--- src/rtl/fetch_stage_ctrl.sv ---
`default_nettype none
`timescale 1ns/1ps
// ============================================================================
// Module      : fetch_stage_ctrl
// Description : Instruction-fetch stage controller. Owns the PC register, the
//               imem request/response handshake and the IF/ID pipeline latch.
//               Applies hazard-unit decisions (stall_PC, stall_IFID,
//               flush_IFID) and the resolved PCSrc redirect. A one-entry skid
//               buffer keeps a word that returns while decode is stalled, so
//               that word is never fetched twice.
// Options     : FETCH_PERF_EN - when defined, adds the fetch_count and
//               stall_cycles performance counter outputs.
// Revision    : 1.0 - initial release
// ============================================================================
module fetch_stage_ctrl #(
  parameter int                 WORD_W  = 32,
  parameter logic [WORD_W-1:0]  PC_INIT = '0
) (
  input  logic              CLK,
  input  logic              RST,
  // imem handshake
  input  logic              ihit,
  input  logic [WORD_W-1:0] imemload,
  output logic              imemREN,
  output logic [WORD_W-1:0] imemaddr,
  // hazard unit
  input  logic              stall_PC,
  input  logic              stall_IFID,
  input  logic              flush_IFID,
  // redirect sources
  input  logic [1:0]        PCSrc,
  input  logic [WORD_W-1:0] branch_target,
  input  logic [WORD_W-1:0] jump_target,
  input  logic [WORD_W-1:0] jr_target,
  input  logic              halt,
  // IF/ID latch
  output logic              ifid_valid,
  output logic [WORD_W-1:0] ifid_instr,
  output logic [WORD_W-1:0] ifid_npc
`ifdef FETCH_PERF_EN
  ,
  output logic [31:0]       fetch_count,
  output logic [31:0]       stall_cycles
`endif
);

  // --------------------------------------------------------------------------
  // State encoding
  // --------------------------------------------------------------------------
  localparam logic [1:0] ST_FETCH  = 2'd0;
  localparam logic [1:0] ST_HOLD   = 2'd1;
  localparam logic [1:0] ST_HALTED = 2'd2;

  localparam logic [1:0] SRC_SEQ    = 2'd0;
  localparam logic [1:0] SRC_BRANCH = 2'd1;
  localparam logic [1:0] SRC_JUMP   = 2'd2;

  // --------------------------------------------------------------------------
  // Registered state
  // --------------------------------------------------------------------------
  logic [1:0]        state;
  logic [WORD_W-1:0] pc;

  // Skid entry: the word returned on the cycle decode could not accept it.
  logic              skid_valid;
  logic [WORD_W-1:0] skid_instr;
  logic [WORD_W-1:0] skid_npc;

  // Set when the skid word was captured while stall_PC held the PC, so the
  // PC still points at the skid word's own address and must step past it
  // when the skid drains (otherwise that word would be fetched again).
  logic              skid_pc_pending;

  // --------------------------------------------------------------------------
  // Next-state values
  // --------------------------------------------------------------------------
  logic [1:0]        next_state;
  logic [WORD_W-1:0] next_pc;
  logic              next_skid_valid;
  logic [WORD_W-1:0] next_skid_instr;
  logic [WORD_W-1:0] next_skid_npc;
  logic              next_skid_pc_pending;
  logic              next_ifid_valid;
  logic [WORD_W-1:0] next_ifid_instr;
  logic [WORD_W-1:0] next_ifid_npc;

  logic [WORD_W-1:0] pc_plus4;
  logic              redirect;
  logic [WORD_W-1:0] redirect_target;

  // Sequential successor wraps silently at 2^WORD_W.
  assign pc_plus4 = pc + WORD_W'(4);
  assign redirect = (PCSrc != SRC_SEQ);

  // Select the redirect destination resolved by later stages.
  always_comb begin
    redirect_target = jr_target;
    case (PCSrc)
      SRC_BRANCH: redirect_target = branch_target;
      SRC_JUMP:   redirect_target = jump_target;
      default:    redirect_target = jr_target;
    endcase
  end

  // --------------------------------------------------------------------------
  // Fetch request: only FETCH issues requests; reset forces the idle address.
  // --------------------------------------------------------------------------
  assign imemREN  = (state == ST_FETCH) && !RST;
  assign imemaddr = RST ? PC_INIT : pc;

  // Next-state logic: halt outranks redirect/flush, which outrank stalls.
  always_comb begin
    next_state           = state;
    next_pc              = pc;
    next_skid_valid      = skid_valid;
    next_skid_instr      = skid_instr;
    next_skid_npc        = skid_npc;
    next_skid_pc_pending = skid_pc_pending;
    next_ifid_valid      = ifid_valid;
    next_ifid_instr      = ifid_instr;
    next_ifid_npc        = ifid_npc;

    if (halt) begin
      // Stop fetching for good; PC is frozen and everything in flight dies.
      next_state           = ST_HALTED;
      next_skid_valid      = 1'b0;
      next_skid_instr      = '0;
      next_skid_npc        = '0;
      next_skid_pc_pending = 1'b0;
      next_ifid_valid      = 1'b0;
      next_ifid_instr      = '0;
      next_ifid_npc        = '0;
    end else begin
      case (state)
        ST_FETCH: begin
          // PC: a redirect always wins; otherwise advance on an accepted hit.
          if (redirect) begin
            next_pc = redirect_target;
          end else if (ihit && !stall_PC) begin
            next_pc = pc_plus4;
          end

          if (ihit) begin
            if (flush_IFID) begin
              // Returned word is on the wrong path: discard it.
              next_ifid_valid = 1'b0;
              next_ifid_instr = '0;
              next_ifid_npc   = '0;
            end else if (stall_IFID) begin
              // Decode cannot take it: park it in the skid and stop fetching.
              next_skid_valid      = 1'b1;
              next_skid_instr      = imemload;
              next_skid_npc        = pc_plus4;
              next_skid_pc_pending = !redirect && stall_PC;
              next_state           = ST_HOLD;
            end else begin
              next_ifid_valid = 1'b1;
              next_ifid_instr = imemload;
              next_ifid_npc   = pc_plus4;
            end
          end else if (flush_IFID || !stall_IFID) begin
            // Nothing returned: IF/ID becomes a bubble unless decode holds it.
            next_ifid_valid = 1'b0;
            next_ifid_instr = '0;
            next_ifid_npc   = '0;
          end
        end

        ST_HOLD: begin
          // PC is frozen here except for a redirect.
          if (redirect) begin
            next_pc              = redirect_target;
            next_skid_pc_pending = 1'b0;
          end

          if (flush_IFID) begin
            // Skid word is squashed; resume fetching at the current PC.
            next_skid_valid      = 1'b0;
            next_skid_instr      = '0;
            next_skid_npc        = '0;
            next_skid_pc_pending = 1'b0;
            next_ifid_valid      = 1'b0;
            next_ifid_instr      = '0;
            next_ifid_npc        = '0;
            next_state           = ST_FETCH;
          end else if (!stall_IFID) begin
            // Drain the skid into IF/ID instead of re-fetching it.
            next_ifid_valid      = skid_valid;
            next_ifid_instr      = skid_instr;
            next_ifid_npc        = skid_npc;
            next_skid_valid      = 1'b0;
            next_skid_instr      = '0;
            next_skid_npc        = '0;
            next_skid_pc_pending = 1'b0;
            next_state           = ST_FETCH;
            if (!redirect && skid_pc_pending) begin
              next_pc = skid_npc;
            end
          end
        end

        ST_HALTED: begin
          // Only reset leaves this state; keep the latch empty.
          next_ifid_valid = 1'b0;
          next_ifid_instr = '0;
          next_ifid_npc   = '0;
        end

        default: begin
          // Unused encoding: recover to a clean fetch.
          next_state           = ST_FETCH;
          next_skid_valid      = 1'b0;
          next_skid_pc_pending = 1'b0;
          next_ifid_valid      = 1'b0;
          next_ifid_instr      = '0;
          next_ifid_npc        = '0;
        end
      endcase
    end
  end

  // Register update; reset abandons any outstanding request and the skid.
  always_ff @(posedge CLK) begin
    if (RST) begin
      state           <= ST_FETCH;
      pc              <= PC_INIT;
      skid_valid      <= 1'b0;
      skid_instr      <= '0;
      skid_npc        <= '0;
      skid_pc_pending <= 1'b0;
      ifid_valid      <= 1'b0;
      ifid_instr      <= '0;
      ifid_npc        <= '0;
    end else begin
      state           <= next_state;
      pc              <= next_pc;
      skid_valid      <= next_skid_valid;
      skid_instr      <= next_skid_instr;
      skid_npc        <= next_skid_npc;
      skid_pc_pending <= next_skid_pc_pending;
      ifid_valid      <= next_ifid_valid;
      ifid_instr      <= next_ifid_instr;
      ifid_npc        <= next_ifid_npc;
    end
  end

`ifdef FETCH_PERF_EN
  // --------------------------------------------------------------------------
  // Performance counters (wrap at 2^32)
  // --------------------------------------------------------------------------
  logic fetch_event;
  logic stall_event;

  assign fetch_event = (state == ST_FETCH) && ihit && !halt;
  assign stall_event = (state == ST_HOLD) || ((state == ST_FETCH) && stall_IFID);

  // Count accepted fetch responses and decode-stall cycles.
  always_ff @(posedge CLK) begin
    if (RST) begin
      fetch_count  <= '0;
      stall_cycles <= '0;
    end else begin
      if (fetch_event) begin
        fetch_count <= fetch_count + 32'd1;
      end
      if (stall_event) begin
        stall_cycles <= stall_cycles + 32'd1;
      end
    end
  end
`endif

endmodule
`default_nettype wire

--- config.mk ---
export PLATFORM = sky130hd
export DESIGN_NAME = fetch_stage_ctrl
export DESIGN_NICKNAME = d
export VERILOG_FILES = /design/src/rtl/fetch_stage_ctrl.sv
export SDC_FILE = /design/constraint.sdc
export NUM_CORES = 1
export LEC_CHECK = 0
export CORE_ASPECT_RATIO = 2
export CORE_MARGIN = 1.5
export CORE_UTILIZATION = 47
export DETAILED_ROUTE_END_ITERATION = 6
export GPL_TIMING_DRIVEN = 0
export PLACE_DENSITY = 0.83
export RECOVER_POWER = 25
export SLEW_MARGIN = 40
export SYNTH_ARGS = -nofsm -noshare
export SYNTH_HDL_FRONTEND = slang
export SYNTH_SLANG_ARGS = --single-unit
--- constraint.sdc ---
create_clock -name CLK -period 2.9 [get_ports CLK]
set_input_delay 0.58 -clock CLK [delete_from_list [all_inputs] [get_ports CLK]]
set_output_delay 0.58 -clock CLK [all_outputs]
set_load 0.05 [all_outputs]
## Word level (Yosys, flattened, before mapping)

Index checks and enable logic that the tools add are counted.
W data, S select, Z words.

| cells by class | value |
|---|---|
| add/sub/neg operators | 1 |
| eq/ne operators | 17 |
| mux-type cells | 59 |
| bitwise logic cells | 2 |
| reduce and logical (&&, ||, !) cells | 19 |

Operators by type and width:

| operator | count |
|---|---|
| $mux W32 | 26 |
| $pmux W32 S2 | 6 |
| $add A32 B3 Y32 const B | 1 |
| $reduce_and A5 Y1 | 4 |
| $mux W1 | 17 |
| $mux W2 | 6 |
| $ne A3 B3 Y1 const B | 4 |
| $ne A4 B4 Y1 const B | 3 |
| $ne A2 B2 Y1 const B | 4 |
| $ne A3 B2 Y1 const B | 2 |
| $pmux W1 S3 | 2 |
| $pmux W2 S3 | 1 |
| $reduce_and A3 Y1 | 2 |
| $eq A2 B1 Y1 const B | 2 |
| $eq A2 B2 Y1 const B | 2 |
| $logic_and A1 B1 Y1 | 4 |
| $logic_not A1 Y1 | 4 |
| $reduce_bool A2 Y1 | 2 |
| $logic_not A2 Y1 | 1 |
| $not A1 Y1 | 2 |
| $pmux W1 S2 | 1 |
| $reduce_or A2 Y1 | 1 |
| $logic_or A1 B1 Y1 | 1 |

| word-level totals | value |
|---|---|
| bits in registers | 165 |
| input port bits | 137 |
| output and inout bits | 98 |
| logic and storage cells | 108 |

## Logic depth before layout (Yosys ltp)

| depth | value |
|---|---|
| depth in word-level cells | 7 |
| depth in mapped cells | 10 |
| gate-level depth less buffers | 7 |

## Worst setup path before layout

Ideal clock, no wire load.

| path | value |
|---|---|
| path type | input -> output |
| start point | in RST |
| end point | out imemREN |
| arrival time | 1.942 ns |
| slack | 0.378 ns |
| stages on the path | 3 |
| cell sequence | buf_2 buf_2 nor3_1 |

| between the ends | value |
|---|---|
| word-level cells in the longest chain between the ends | 2 |

RTL lines:

| what | line | text |
|---|---|---|
| from (decl) | 20 | `input logic RST,` |
| $logic_not A1 Y1 | 108 | `assign imemREN = (state == ST_FETCH) && !RST;` |
| $logic_and A1 B1 Y1 | 108 |  |
| to (decl) | 24 | `output logic imemREN,` |

No other way between the ends.

## Final worst setup path

| path | value |
|---|---|
| start point | in RST |
| end point | out imemaddr[15] |

| between the ends | value |
|---|---|
| word-level cells in the longest chain between the ends | 1 |

RTL lines:

| what | line | text |
|---|---|---|
| $mux W32 | 109 | `assign imemaddr = RST ? PC_INIT : pc;` |
| to (decl) | 25 | `output logic [WORD_W-1:0] imemaddr,` |

No other way between the ends.

==> results.md <==
- Initial antenna violation count: 0
- Clock Power Share: 0.399
- Outcome: finished, final reports clean
- RSZ-0062 raised after global routing: yes
- P_int: 4.086 mW
- CP Data Required Time: 2320 ps
- Post-DP HPWL: 31.98 mm
- CP max FO: 10
- Worst Tran Pin Value: 830.5 ps
- Clock transition at the registers of the reported paths: 60 ps
- Root Driver: clkbuf_16
- # nets final: 1519
- Multi-input combinational cell area: 5306 µm²
- Leak: 4.435 nW
- Min Tclk post-route: 2878 ps
- Vias per cell: 6.357
- CTS buffer count: 17
- Routed len/inst: 24.44 µm
- Tot Pwr: 5.847 mW
- Vias: 10500
- Min-delay worst type: reg -> reg
- Crit path DAT: 2300 ps
- TritonRoute pass-1 iters: 7
- Worst VDD drop: 0.3987 mV
- WHS: 475.2 ps
- Final setup viols: 0
- Final hold vios: 0
- Kind of critical path: in -> out
- Worst setup SP type: primary input
- Die area: 20380 µm²
- Grt met3 use: 0.06106
- Gate power share: 0.201
- Pin count of the biggest net entering global routing: 17
- Fillers: 1695
- Skew final: 13.66 ps
- GR peak layer: met2
- CTS max path bufs: 2
- Syn. warnings: 0
- First-pass GRT wire length: 60.58 mm
- CTS tree: built
- Switching Fraction: 0.3011
- Post-route DRC: 0
- Slew HR: 0.4463
- Sequential fraction of the synthesis area: 0.3586
- Fin crit share: 0.9922
- Seq pwr share: 0.400
- Instance count of the mapped netlist: 1127
- Initial Utilization: 0.4771
- Initial drt markers: 775
- GRT met2 Usage: 0.7083
- Number of global-route vias before repair: 10670
- Site Rows: 72
- CP endpoint kind: output pin
- Clock Latency Late Sink: 430 ps
- Reg area: 3283 µm²
- ANT nets after route: 0
- Final Slew Violations: 0
- Met1 Resource Use GR: 0.3894
- Grt ovf: 0
- Global Route Usage Sum: 0.3974
- Power Density: 469.6 nW/µm²
- Die width: 101.7 µm
- Syn Area/Cell: 8.123 µm²
- Number of synthesized register bits: 164
- Final core occ: 0.6489
- CORE AREA: 19190 µm²
- Routed WL: 40.35 mm
- Max cap viols: 0
- Syn Nets: 1268
- Clock sinks: 164
- I/O pin cnt: 235
- Mapped Area: 9155 µm²
- Fmax: 347.5 MHz
- P&R area growth vs syn: 36.01%
- Port Buffer Count: 232
- Share of layout cells above drive strength 1: 0.07549
- Ys flop type: dfxtp_1
- CTS H-Tree Depth: 4
- Number of distinct library cells after synthesis: 78
- Switching power total: 1.761 mW
- Post-synth ARST share: 0
- Post-synth EDFFs: 0
- Gpl congestion: 1.046
- Setup_tns: 0 ps
- Die H: 200.4 µm
-- power groups by stage --
stage,combinational [mW],sequential (mW),clock (mW)
finish,1.17,2.34,2.33
global placement,1.14,2.39,0
detailed placement,1.14,2.39,0
CTS,1.15,2.34,2.33
global route,1.24,2.35,2.42
floorplan,0.627,2.40,0
-- kinds of logic after synthesis --
| kind of cell | Yosys count | synth area share |
|---|---|---|
| AOI/OAI and AO/OA | 403 | 0.3212 |
| DFF | 164 | 0.3586 |
| and+or+nand+nor | 382 | 0.2153 |
| buffers and inverters | 139 | 0.06369 |
| xor gates and xnor gates | 22 | 0.02105 |
| muxes | 13 | 0.01476 |
| adders and majority gates | 4 | 0.005467 |
-- flip-flops by register name, summed over array words and instances, names as in the netlist --
signal and cells:
ifid_valid 1, ifid_npc 32, skid_instr 32, skid_pc_pending 1, ifid_instr 32, pc 32
skid_npc 32, state 2
-- cells in the mapped netlist, drive strengths merged, types with 26 or more instances --
library cell,n,area (µm²)
clkbuf,78,294.0
buf,49,244.0
o21ai,47,235.2
nor3,39,206.5
a22oi,129,968.4
a211oi,34,255.2
dfxtp,164,3283
nand2,42,157.7
nor2b,27,168.9
a22o,36,315.3
nand4,26,205.2
a21oi,44,220.2
nor2,163,619.3
-- repair_timing --
action,CTS,global route
pin swaps,0,1
resized for setup,10,17
hold buffers,0,0
setup endpoints to repair,34,19
buffers inserted,0,3
-- metal layers --
| metal | share of wire | vias up |
|---|---|---|
| li1 | - | 4767 |
| met1 | 0.33 | 4962 |
| met2 | 0.52 | 574 |
| met3 | 0.060 | 193 |
| met4 | 0.094 | 0 |
| met5 | 0 | - |
-- cells in the final DEF, fill, tap and decap left out, types with 8 or more instances in the layout --
cell             netlist  layout
o211ai_1              14      14
dlygate4sd3_1          0      55
nor3_1                38      38
nand4_1               22      22
a31oi_1               16      16
buf_2                 27      29
clkbuf_16              0      17
clkbuf_1              77      65
inv_1                 12      12
nor2b_1               27      27
xor2_1                12      12
and3_1                11      11
nand2_1               42      42
clkdlybuf4s50_1        0     175
a22oi_1              129     129
a211oi_1              34      32
xnor2_1               10      10
nor2_1               162     162
dfxtp_1              164     164
a21oi_1               44      44
clkbuf_2               1      13
buf_1                 17      12
o21ai_0               46      45
nand3_1               17      17
nor4_1                11      11
mux2i_1                9       9
o2bb2ai_1             18      18
and2_1                12      11
a22o_1                36      36
a222oi_1               8       8
-- final cells by class --
| class | count | area share |
|---|---|---|
| multi-input cells | 824 | 0.4261 |
| flip-flops and latches | 164 | 0.2637 |
| repair buffers | 235 | 0.1887 |
| diodes | 1 | 0.0002010 |
| clock buffers | 19 | 0.03637 |
| inverters | 12 | 0.003617 |
| clock inverters | 13 | 0.01156 |
| well taps | 259 | 0.02603 |
| plain buffers | 124 | 0.04371 |
-- worst paths after layout --
path	startpoint	end	slack, ps	cells past startpoint
hold / removal	ifid_npc[8]	ifid_npc[8]	480	2
setup reg to reg	pc[3]	ifid_npc[18]	270	6
hold reg to reg	ifid_npc[8]	ifid_npc[8]	480	2
setup / recovery	RST	imemaddr[15]	20	5
-- stage by stage --
step / area [µm²] / worst slack (ps) / std cells
finish: 12450 / 22.48 / 1651
global route: 12450 / -27.60 / 1650
CTS: 12420 / 8.123 / 1649
detailed placement: 11810 / -898.9 / 1618
global placement: 11800 / -840.6 / 1618
floorplan: 9155 / 378.2 / 1127
-- worst max-delay path, cell delays in order --
cell and delay (ps):
buf_2 210, clkbuf_2 330, buf_2 370, nor2_1 80, clkdlybuf4s50_1 720
No activity file was read; power rests on OpenSTA's default activity.
